`src/rtl/uart_hex_pkg.sv`:
```
// Shared constants, FSM state type and ASCII character-class helpers for the hex word packer.
package uart_hex_pkg;

  localparam logic [7:0] ASCII_SP = 8'h20;
  localparam logic [7:0] ASCII_CR = 8'h0D;
  localparam logic [7:0] ASCII_LF = 8'h0A;

  typedef enum logic [1:0] {IDLE, ACCUM, DROP} state_e;

  function automatic logic is_hex(input logic [7:0] c);
    return ((c >= 8'h30) && (c <= 8'h39)) ||
           ((c >= 8'h41) && (c <= 8'h46)) ||
           ((c >= 8'h61) && (c <= 8'h66));
  endfunction

  // Only meaningful when is_hex(c); letters share the low nibble 1..6 in both cases.
  function automatic logic [3:0] hex_nibble(input logic [7:0] c);
    if (c <= 8'h39) return c[3:0];
    else            return c[3:0] + 4'd9;
  endfunction

  function automatic logic is_delim(input logic [7:0] c);
    return (c == ASCII_SP) || (c == ASCII_CR) || (c == ASCII_LF);
  endfunction

endpackage

```
`src/rtl/uart_word_fifo.sv`:
```
// Synchronous show-ahead FIFO; a push while full is dropped unless a pop frees a slot that cycle.
module uart_word_fifo #(
  parameter int unsigned WIDTH = 32,
  parameter int unsigned DEPTH = 4
) (
  input  logic             clk,
  input  logic             rst,
  input  logic             push,
  input  logic [WIDTH-1:0] push_data,
  input  logic             pop,
  output logic [WIDTH-1:0] pop_data,
  output logic             full,
  output logic             empty
);

  localparam int unsigned PtrW = $clog2(DEPTH);

  logic [WIDTH-1:0] r_mem [DEPTH];
  logic [PtrW-1:0]  r_wr_ptr;
  logic [PtrW-1:0]  r_rd_ptr;
  logic [PtrW:0]    r_count;
  logic             w_push;
  logic             w_pop;

  assign empty    = (r_count == '0);
  assign full     = (r_count == (PtrW+1)'(DEPTH));
  assign w_pop    = pop && !empty;
  assign w_push   = push && (!full || w_pop);
  assign pop_data = empty ? '0 : r_mem[r_rd_ptr];

  always_ff @(posedge clk) begin
    if (w_push) r_mem[r_wr_ptr] <= push_data;
  end

  always_ff @(posedge clk) begin
    if (rst) begin
      r_wr_ptr <= '0;
      r_rd_ptr <= '0;
      r_count  <= '0;
    end else begin
      if (w_push) r_wr_ptr <= r_wr_ptr + 1'b1;
      if (w_pop)  r_rd_ptr <= r_rd_ptr + 1'b1;
      case ({w_push, w_pop})
        2'b10:   r_count <= r_count + 1'b1;
        2'b01:   r_count <= r_count - 1'b1;
        default: r_count <= r_count;
      endcase
    end
  end

endmodule

```
`src/rtl/uart_hex_word_packer.sv`:
```
// Packs UART hex characters MSB-first into words and buffers them for a valid/ready consumer.
// Define UART_HEX_PACKER_ECHO_EN to echo each cleanly received character back to the UART.
module uart_hex_word_packer #(
  parameter int unsigned WORD_WIDTH = 32,
  parameter int unsigned FIFO_DEPTH = 4
) (
  input  logic                  clk,
  input  logic                  rst,
  input  logic                  received,
  input  logic [7:0]            rx_byte,
  input  logic                  recv_error,
  output logic [WORD_WIDTH-1:0] word_out,
  output logic                  word_valid,
  input  logic                  word_ready,
  output logic                  char_error,
  output logic                  overflow,
`ifdef UART_HEX_PACKER_ECHO_EN
  input  logic                  tx_ready,
  output logic                  transmit,
  output logic [7:0]            tx_byte,
`endif
  output logic                  busy
);

  import uart_hex_pkg::*;

  localparam int unsigned N    = WORD_WIDTH / 4;
  localparam int unsigned CntW = $clog2(N + 1);

  state_e                r_state;
  logic [WORD_WIDTH-1:0] r_acc;
  logic [CntW-1:0]       r_cnt;
  logic                  r_char_error;
  logic                  r_overflow;

  logic                  w_hex;
  logic                  w_delim;
  logic                  w_illegal;
  logic [3:0]            w_nib;
  logic [CntW-1:0]       w_cnt_inc;
  logic                  w_word_done;
  logic [WORD_WIDTH-1:0] w_shift;
  logic                  w_push;
  logic [WORD_WIDTH-1:0] w_push_data;
  logic                  w_fifo_full;
  logic                  w_fifo_empty;

  // A framing error overrides whatever byte came with it.
  assign w_hex       = !recv_error && is_hex(rx_byte);
  assign w_delim     = !recv_error && is_delim(rx_byte);
  assign w_illegal   = !w_hex && !w_delim;
  assign w_nib       = hex_nibble(rx_byte);
  assign w_cnt_inc   = r_cnt + 1'b1;
  assign w_word_done = (w_cnt_inc == CntW'(N));
  assign w_shift     = (r_acc << 4) | WORD_WIDTH'(w_nib);

  always_comb begin
    w_push      = 1'b0;
    w_push_data = w_shift;
    if (received) begin
      case (r_state)
        IDLE:    w_push = w_hex && (N == 1);
        ACCUM: begin
          if (w_hex) begin
            w_push = w_word_done;
          end else if (w_delim) begin
            w_push      = 1'b1;
            w_push_data = r_acc;
          end
        end
        default: w_push = 1'b0;
      endcase
    end
  end

  always_ff @(posedge clk) begin
    if (rst) begin
      r_state      <= IDLE;
      r_acc        <= '0;
      r_cnt        <= '0;
      r_char_error <= 1'b0;
      r_overflow   <= 1'b0;
    end else begin
      r_char_error <= 1'b0;
      // Dropped push: FIFO full and no pop freeing a slot this cycle.
      r_overflow   <= w_push && w_fifo_full && !(word_ready && !w_fifo_empty);
      if (received) begin
        unique case (r_state)
          IDLE: begin
            if (w_hex && (N != 1)) begin
              r_acc   <= WORD_WIDTH'(w_nib);
              r_cnt   <= CntW'(1);
              r_state <= ACCUM;
            end else if (w_illegal) begin
              r_char_error <= 1'b1;
              r_state      <= DROP;
            end
          end
          ACCUM: begin
            if (w_hex && !w_word_done) begin
              r_acc <= w_shift;
              r_cnt <= w_cnt_inc;
            end else begin
              r_acc   <= '0;
              r_cnt   <= '0;
              r_state <= IDLE;
              if (w_illegal) begin
                r_char_error <= 1'b1;
                r_state      <= DROP;
              end
            end
          end
          DROP: begin
            if (w_delim) r_state <= IDLE;
          end
          default: r_state <= IDLE;
        endcase
      end
    end
  end

  uart_word_fifo #(
    .WIDTH (WORD_WIDTH),
    .DEPTH (FIFO_DEPTH)
  ) u_fifo (
    .clk       (clk),
    .rst       (rst),
    .push      (w_push),
    .push_data (w_push_data),
    .pop       (word_ready),
    .pop_data  (word_out),
    .full      (w_fifo_full),
    .empty     (w_fifo_empty)
  );

  assign word_valid = !w_fifo_empty;
  assign char_error = r_char_error;
  assign overflow   = r_overflow;
  assign busy       = (r_state != IDLE);

`ifdef UART_HEX_PACKER_ECHO_EN
  logic       r_echo_pend;
  logic [7:0] r_echo_byte;

  always_ff @(posedge clk) begin
    if (rst) begin
      r_echo_pend <= 1'b0;
      r_echo_byte <= '0;
    end else begin
      r_echo_pend <= received && !recv_error;
      if (received && !recv_error) r_echo_byte <= rx_byte;
    end
  end

  // No queue: an echo that meets tx_ready=0 is lost.
  assign transmit = r_echo_pend && tx_ready;
  assign tx_byte  = r_echo_byte;
`endif

endmodule

```
`config.mk`:
```
export PLATFORM = sky130hd
export DESIGN_NAME = uart_hex_word_packer
export DESIGN_NICKNAME = d
export VERILOG_FILES = /design/src/rtl/uart_hex_pkg.sv /design/src/rtl/uart_word_fifo.sv /design/src/rtl/uart_hex_word_packer.sv
export SDC_FILE = /design/constraint.sdc
export NUM_CORES = 1
export LEC_CHECK = 0
export CELL_PAD_IN_SITES_DETAIL_PLACEMENT = 0
export CELL_PAD_IN_SITES_GLOBAL_PLACEMENT = 2
export CORE_ASPECT_RATIO = 1.2
export CORE_MARGIN = 2
export CORE_UTILIZATION = 47
export DETAILED_ROUTE_END_ITERATION = 10
export HOLD_SLACK_MARGIN = 0.03
export PLACE_DENSITY = 0.95
export SETUP_SLACK_MARGIN = 0.02
export SKIP_LAST_GASP = 1
export SYNTH_ARGS = -nofsm -noshare
export SYNTH_HDL_FRONTEND = slang
export SYNTH_SLANG_ARGS = --single-unit
```
`constraint.sdc`:
```
create_clock -name clk -period 5.9 [get_ports clk]
set_input_delay 0.59 -clock clk [delete_from_list [all_inputs] [get_ports clk]]
set_output_delay 0.59 -clock clk [all_outputs]
set_load 0.1 [all_outputs]
```
==> results of run 1 <==
## worst max path at each step
stage               startpoint  depth (start not counted)                             end
floorplan           rx_byte[0]                         14  u_fifo.r_count[2]$_SDFFE_PP0P_
global placement    rx_byte[0]                         15  u_fifo.r_count[2]$_SDFFE_PP0P_
detailed placement  rx_byte[0]                         15  u_fifo.r_count[2]$_SDFFE_PP0P_
CTS                  flip-flop                          4                    word_out[28]
global route         flip-flop                          4                    word_out[12]
finish               flip-flop                          4                    word_out[28]
## sequential cells by signal (all words and copies together) (netlist names), named ones only
| signal | cells |
|---|---|
| char_error | 1 |
| overflow | 1 |
| r_acc | 32 |
| r_cnt | 4 |
| r_state | 2 |
| u_fifo.r_count | 3 |
| u_fifo.r_mem | 128 |
| u_fifo.r_rd_ptr | 2 |
| u_fifo.r_wr_ptr | 2 |
## cell usage after synthesis, types with 3 or more instances
| master | instances | share of area [%] |
|---|---|---|
| and3_1 | 6 | 0.49 |
| dfxtp_1 | 49 | 13 |
| and2_1 | 34 | 2.8 |
| a22oi_1 | 32 | 3.2 |
| edfxtp_1 | 128 | 51 |
| ha_1 | 11 | 1.8 |
| mux4_2 | 32 | 9.5 |
| nor4b_2 | 3 | 0.59 |
| or3_1 | 3 | 0.25 |
| buf_6 | 4 | 0.59 |
| xor2_1 | 4 | 0.46 |
| buf_4 | 6 | 0.59 |
| buf_1 | 3 | 0.15 |
| o21ai_0 | 10 | 0.66 |
| mux2_2 | 4 | 0.59 |
| nand3_1 | 5 | 0.33 |
| buf_2 | 4 | 0.26 |
| nand2_1 | 9 | 0.44 |
| inv_1 | 9 | 0.44 |
| clkbuf_1 | 9 | 0.44 |
| a21oi_1 | 12 | 0.79 |
| mux2_4 | 28 | 5.5 |
| nor2_1 | 47 | 2.3 |
## worst max-delay path: stages, from the launching register on
cell	delay [ns]
dfxtp_2	0.68
buf_4	0.46
mux4_2	0.58
and2_1	0.18
clkdlybuf4s50_1	0.96
## routing by layer
layer | vias to the layer above | track usage, % | part of all wire [%]
met3 | 6 | 3.04 | 2.5
li1 | 1960 | - | -
met2 | 64 | 30.4 | 53
met4 | 0 | 6.44 | 0.89
met5 | - | 0 | 0
met1 | 2138 | 21.1 | 43
## report_power, final
group / total [mW] / leakage [nW] / switching (mW) / internal (mW)
Combinational: 0.0594 / 1.15 / 0.0377 / 0.0217
Sequential: 1.32 / 1.60 / 0.00168 / 1.32
Clock: 1.06 / 0.272 / 0.496 / 0.560
Total: 2.44 / 3.03 / 0.536 / 1.90
## cell type report
type	instances	area [um^2]	area share, %
Clock buffer	17	425	4.83
Clock inverter	15	139	1.58
Inverter	9	33.8	0.384
Multi-Input combinational cell	274	2580	29.3
Sequential cell	177	4830	54.8
Tap cell	208	260	2.96
Timing Repair Buffer	55	533	6.06
## cells by family (layout without fill, tap and decap cells)
logic type | after synthesis | after routing | share of synthesized area (%)
compound gates | 66 | 66 | 6.08
fa+ha+maj | 12 | 12 | 2.08
flops | 177 | 177 | 63.5
mux | 66 | 66 | 15.9
xor+xnor | 6 | 6 | 0.692
buf+inv | 35 | 96 | 2.49
simple gates | 124 | 124 | 9.26
==> out/summary.txt, run 1 <==
GRT overflow: 0
Pwr Density: 277 mW/mm^2
Die Width: 120 um
Leading cell type in the layout, fill and taps excluded: edfxtp_1
ANT nets after route: 0
Setup Viol. Count Final: 0
Sink Count: 177
Synthesized Nets: 511
Final wirelength: 14.0 mm
CP Max Fanout: 19
Status: finished, final reports clean
Drt drc: 0
Largest net degree at the start of global routing: 49
Starting DRT DRC Count: 343
Vias per cell: 5.52
TNS Setup: 0 ns
Post-CTS Hold Buffers: 0
Core Area: 0.0157 mm^2
Final period utilization: 65.8%
Final instance area: 0.00880 mm^2
Reg-to-reg endpoint: u_fifo.r_count[2]$_SDFFE_PP0P_
Hold depth: 2
Required @ worst endpoint: 5.31 ns
PortBufs: 48
Tot GR Track Use: 17.2%
Pre-CTS setup slack: 2.03 ns
First-pass GRT wire length: 22.6 mm
EDFF count, synth: 128
Peak Freq: 258 MHz
Post-synthesis sequential element count: 177
Setup Fix Bufs, Post-CTS: 0
Worst EP arrival: 3.29 ns
Die area: 0.0172 mm^2
Initial antenna violation count: 0
WHS: 0.493 ns
Clock Latency Late Sink: 0.42 ns
Endpoint type of the worst setup path: output pin
Async SR Flop Fraction: 0%
FILL cells: 1,231
Worst reg2reg path depth: 13
Syn-to-layout area delta: 15.9%
Hold Crit Endpoint: r_acc[1]$_SDFFE_PP0P_
Final setup margin: 2.02 ns
Post-Place Cells: 723
HPWL Detailed: 8.62 mm
Final Max Slew Viols: 0
Initial core utilization: 48.4%
R2r startpoint: r_cnt[0]$_SDFFE_PP0P_
Worst setup path class: flip-flop to output pin
Synth Warn #: 0
Sequential area share after synthesis: 63.5%
Post-Syn Instances: 486
Vias in the first global route: 4,321
Tmin final: 3.88 ns
GP Congestion: 0.755
Ant. Diodes: 0
Worst Max-Slew Pin Slew: 1.06 ns
Slew headroom: 29.2%
Max-cap violation count: 0
Layout cells sized above 1: 21.9%
Nets@finish: 559
Most frequent cells in the layout: edfxtp_1 (128), clkdlybuf4s50_1 (48), nor2_1 (47), dfxtp_1 (47), and2_1 (34)
Crit start category: flip-flop
Die span in y: 143 um
Clock Path Buffers: 2
Mapped Area: 0.00760 mm^2
Pwr Total: 2.44 mW
Non-Filler Instances: 755
Hold crit path type: flip-flop to flip-flop
Cell Area, Placed: 0.00824 mm^2
Syn_area_per_cell: 15.6 um^2
Clk root buf: clkbuf_16
Final core utilization: 56.0%
Row count: 50
Skew final: 0.0106 ns
Routed len/inst: 18.5 um
1st-pass router iterations: 4
Inserted Clock Buffers: 17
Post-CTS Resized: 0
Min-delay src: r_acc[1]$_SDFFE_PP0P_
H-tree Lvls: 4
Clock-pin slew on the worst setup and hold paths: 0.07 ns
Top_reg_cell synth: edfxtp_1
I/O pin count: 49
Distinct cell type count after synthesis: 50
CTS tree: yes
Fin. Hold Viols: 0
FF-to-FF setup slack: 2.98 ns
Lkg Pwr: 3.03 nW
VDD IR max: 0.000167 V
Vias: 4,168
RSZ-0062 raised after global routing: no
Note: power is estimated with default switching activity, not from simulation.
==> run 2: changes to the inputs <==
--- a/config.mk
+++ b/config.mk
@@ -9,10 +9,10 @@
 export CELL_PAD_IN_SITES_GLOBAL_PLACEMENT = 2
 export CORE_ASPECT_RATIO = 1.2
 export CORE_MARGIN = 2
-export CORE_UTILIZATION = 47
+export CORE_UTILIZATION = 39
 export DETAILED_ROUTE_END_ITERATION = 10
 export HOLD_SLACK_MARGIN = 0.03
-export PLACE_DENSITY = 0.95
+export PLACE_DENSITY = 0.86
 export SETUP_SLACK_MARGIN = 0.02
 export SKIP_LAST_GASP = 1
 export SYNTH_ARGS = -nofsm -noshare
==> constraint.sdc (replaced) <==
create_clock -name clk -period 3.3 [get_ports clk]
set_input_delay 0.33 -clock clk [delete_from_list [all_inputs] [get_ports clk]]
set_output_delay 0.33 -clock clk [all_outputs]
set_load 0.1 [all_outputs]
==> run 2 against run 1 <==
Against the previous run:
- final cell count is 8.9% higher
- setup slack worse by 1.7 ns
- first-iteration DRC count fell by 33%
- routed wire length grew 1.7%
- design area up 2.4%
- register-to-register slack lost 2.5 ns
- clock skew grew 0.0036 ns
- global-route usage shrank 2.7 points
- sequential power rose by 80%
==> out/summary.txt, run 2 (synthesis gave the netlist of run 1 again) <==
Drt drc: 0 (unchanged)
Max-cap violation count: 0 (unchanged)
WHS: 0.490 ns (-0.00383 ns)
RSZ-0062 raised after global routing: no
Required @ worst endpoint: 3.65 ns (-1.66 ns)
Pwr Total: 4.31 mW (+77%)
Leading cell type in the layout, fill and taps excluded: edfxtp_1
Worst setup path class: input pin to flip-flop
ANT nets after route: 0 (unchanged)
Post-CTS Resized: 0 (unchanged)
Vias per cell: 5.17 (-6.4%)
Register area: 0.00483 mm^2 (about the same)
FF-to-FF setup slack: 0.51 ns (-2.47 ns)
Max reg flops: 128 (unchanged)
CP Max Fanout: 5 (-14)
Final instance area: 0.00901 mm^2 (+2.4%)
Clock-pin slew on the worst setup and hold paths: 0.07 ns (about the same)
Hold crit path type: flip-flop to flip-flop
Syn-to-layout area delta: 18.6%
Pwr Density: 478 mW/mm^2 (+73%)
Skew final: 0.0142 ns (+0.00362 ns)
Core Area: 0.0190 mm^2 (+21%)
TNS Setup: 0 ns (unchanged)
Clock Latency Late Sink: 0.43 ns (about the same)
Setup Viol. Count Final: 0 (unchanged)
Vias: 4,247 (+1.9%)
Final Max Slew Viols: 0 (unchanged)
Initial core utilization: 40.0% (-8.4 points)
Min-delay src: r_acc[1]$_SDFFE_PP0P_
HPWL Detailed: 9.06 mm (+5.0%)
CP max stage delay: 0.53 ns (-0.43 ns)
Routed len/inst: 17.3 um (-6.6%)
H-tree Lvls: 4 (unchanged)
Vias in the first global route: 4,383 (+1.4%)
Fin. Hold Viols: 0 (unchanged)
GP Congestion: 0.812 (+7.5%)
Endpoint type of the worst setup path: flip-flop
Tot GR Track Use: 14.5% (-2.7 points)
Die Width: 131 um (+9.5%)
Slew headroom: 35.0% (+5.8 points)
Status: finished, final reports clean
Ant. Diodes: 0 (unchanged)
Sink Count: 177 (unchanged)
Initial antenna violation count: 0 (unchanged)
Clk root buf: clkbuf_16
Largest registers: u_fifo.r_mem: 128 flops, r_acc: 32 flops, r_cnt: 4 flops
Final period utilization: 89.2%
Peak Freq: 340 MHz
VDD IR max: 0.000363 V (+120%)
R2r startpoint: r_cnt[0]$_SDFFE_PP0P_
Crit start category: input pin
Final wirelength: 14.2 mm (+1.7%)
FILL cells: 1,664 (+35%)
Multi-input gate area: 0.00258 mm^2 (unchanged)
Inserted Clock Buffers: 17 (unchanged)
GRT overflow: 0 (unchanged)
Worst EP arrival: 3.29 ns (about the same)
Critical path origin: rx_byte[0]
Worst Max-Slew Pin Slew: 0.972 ns (-0.0907 ns)
Nets@finish: 578 (+3.4%)
Cell Area, Placed: 0.00847 mm^2 (+2.8%)
Slowest cell on crit path: clkdlybuf4s50_1
Worst-path cell chain: clkdlybuf4s50_1 > inv_1 > ha_1 > nor4b_2 > nor3_1 > o211a_2 > a21oi_1 > nor2_1 > inv_1 > ha_1 > inv_1 > fa_1 > xor2_1 > or3_1 > a21oi_1
1st-pass router iterations: 4 (unchanged)
Clock Path Buffers: 2 (unchanged)
CTS tree: yes
Starting DRT DRC Count: 229 (-33%)
CP most frequent cell: inv_1
Tmin final: 2.94 ns
Lkg Pwr: 3.19 nW (+5.5%)
Largest net degree at the start of global routing: 36 (-27%)
Post-Place Cells: 790 (+9.3%)
Die span in y: 157 um (+9.5%)
Non-Filler Instances: 822 (+8.9%)
I/O pin count: 49 (unchanged)
Layout cells sized above 1: 30.0% (+8.1 points)
Final setup margin: 0.357 ns (-1.66 ns)
Row count: 55 (+10%)
PortBufs: 48 (unchanged)
Post-CTS Hold Buffers: 0 (unchanged)
Die area: 0.0206 mm^2 (+20%)
First-pass GRT wire length: 23.0 mm (+1.8%)
Pre-CTS setup slack: -0.107 ns (-2.14 ns)
Largest Register: u_fifo.r_mem
Final core utilization: 47.5% (-8.6 points)
Setup Fix Bufs, Post-CTS: 0 (unchanged)
Most frequent cells in the layout: edfxtp_1 (128), buf_4 (51), dfxtp_1 (48)
run 2: changes by cell type in the layout (fill, tap and decap cells not counted), moves of 2 or more:
cell / before / now
clkbuf_1: 0 / 2
clkinv_4: 2 / 0
inv_6: 3 / 1
inv_8: 6 / 0
buf_4: 7 / 51
clkdlybuf4s50_1: 48 / 14
clkinvlp_4: 3 / 8
buf_12: 0 / 9
run 2: final timing paths:
kind	end	depth (start not counted)
setup / recovery	u_fifo.r_count[2]$_SDFFE_PP0P_	15
hold / removal	r_acc[1]$_SDFFE_PP0P_	2
setup reg to reg	u_fifo.r_count[2]$_SDFFE_PP0P_	14
hold reg to reg	r_acc[1]$_SDFFE_PP0P_	2
run 2: power by group:
group          switching [mW]  total, mW  internal, mW
Clock                   0.798       1.83          1.03
Sequential            0.00291       2.37          2.36
Combinational          0.0669      0.111        0.0442
run 2: cell type report:
| type | count | area share [%] |
|---|---|---|
| Clock buffer | 19 | 4.80 |
| Clock inverter | 13 | 1.26 |
| Inverter | 9 | 0.375 |
| Multi-Input combinational cell | 274 | 28.7 |
| Sequential cell | 177 | 53.5 |
| Tap cell | 256 | 3.55 |
| Timing Repair Buffer | 74 | 7.80 |
run 2: worst max-delay path: cells and delay by family:
kind                       cells  cell delay [ns]
and+or+nand+nor                4             0.73
buffers and inverters          4             0.71
adders and majority gates      3             0.78
xor gates and xnor gates       1             0.16
AOI/OAI and AO/OA              3             0.58
run 2: layer usage:
metal	routed length, um	up-vias	part of all wire [%]	track usage [%]
met5	0	-	0	0
met4	106	0	0.75	5.18
met3	455	7	3.2	3.37
met2	7640	79	54	25.8
met1	6020	2172	42	17.4
li1	-	1989	-	-
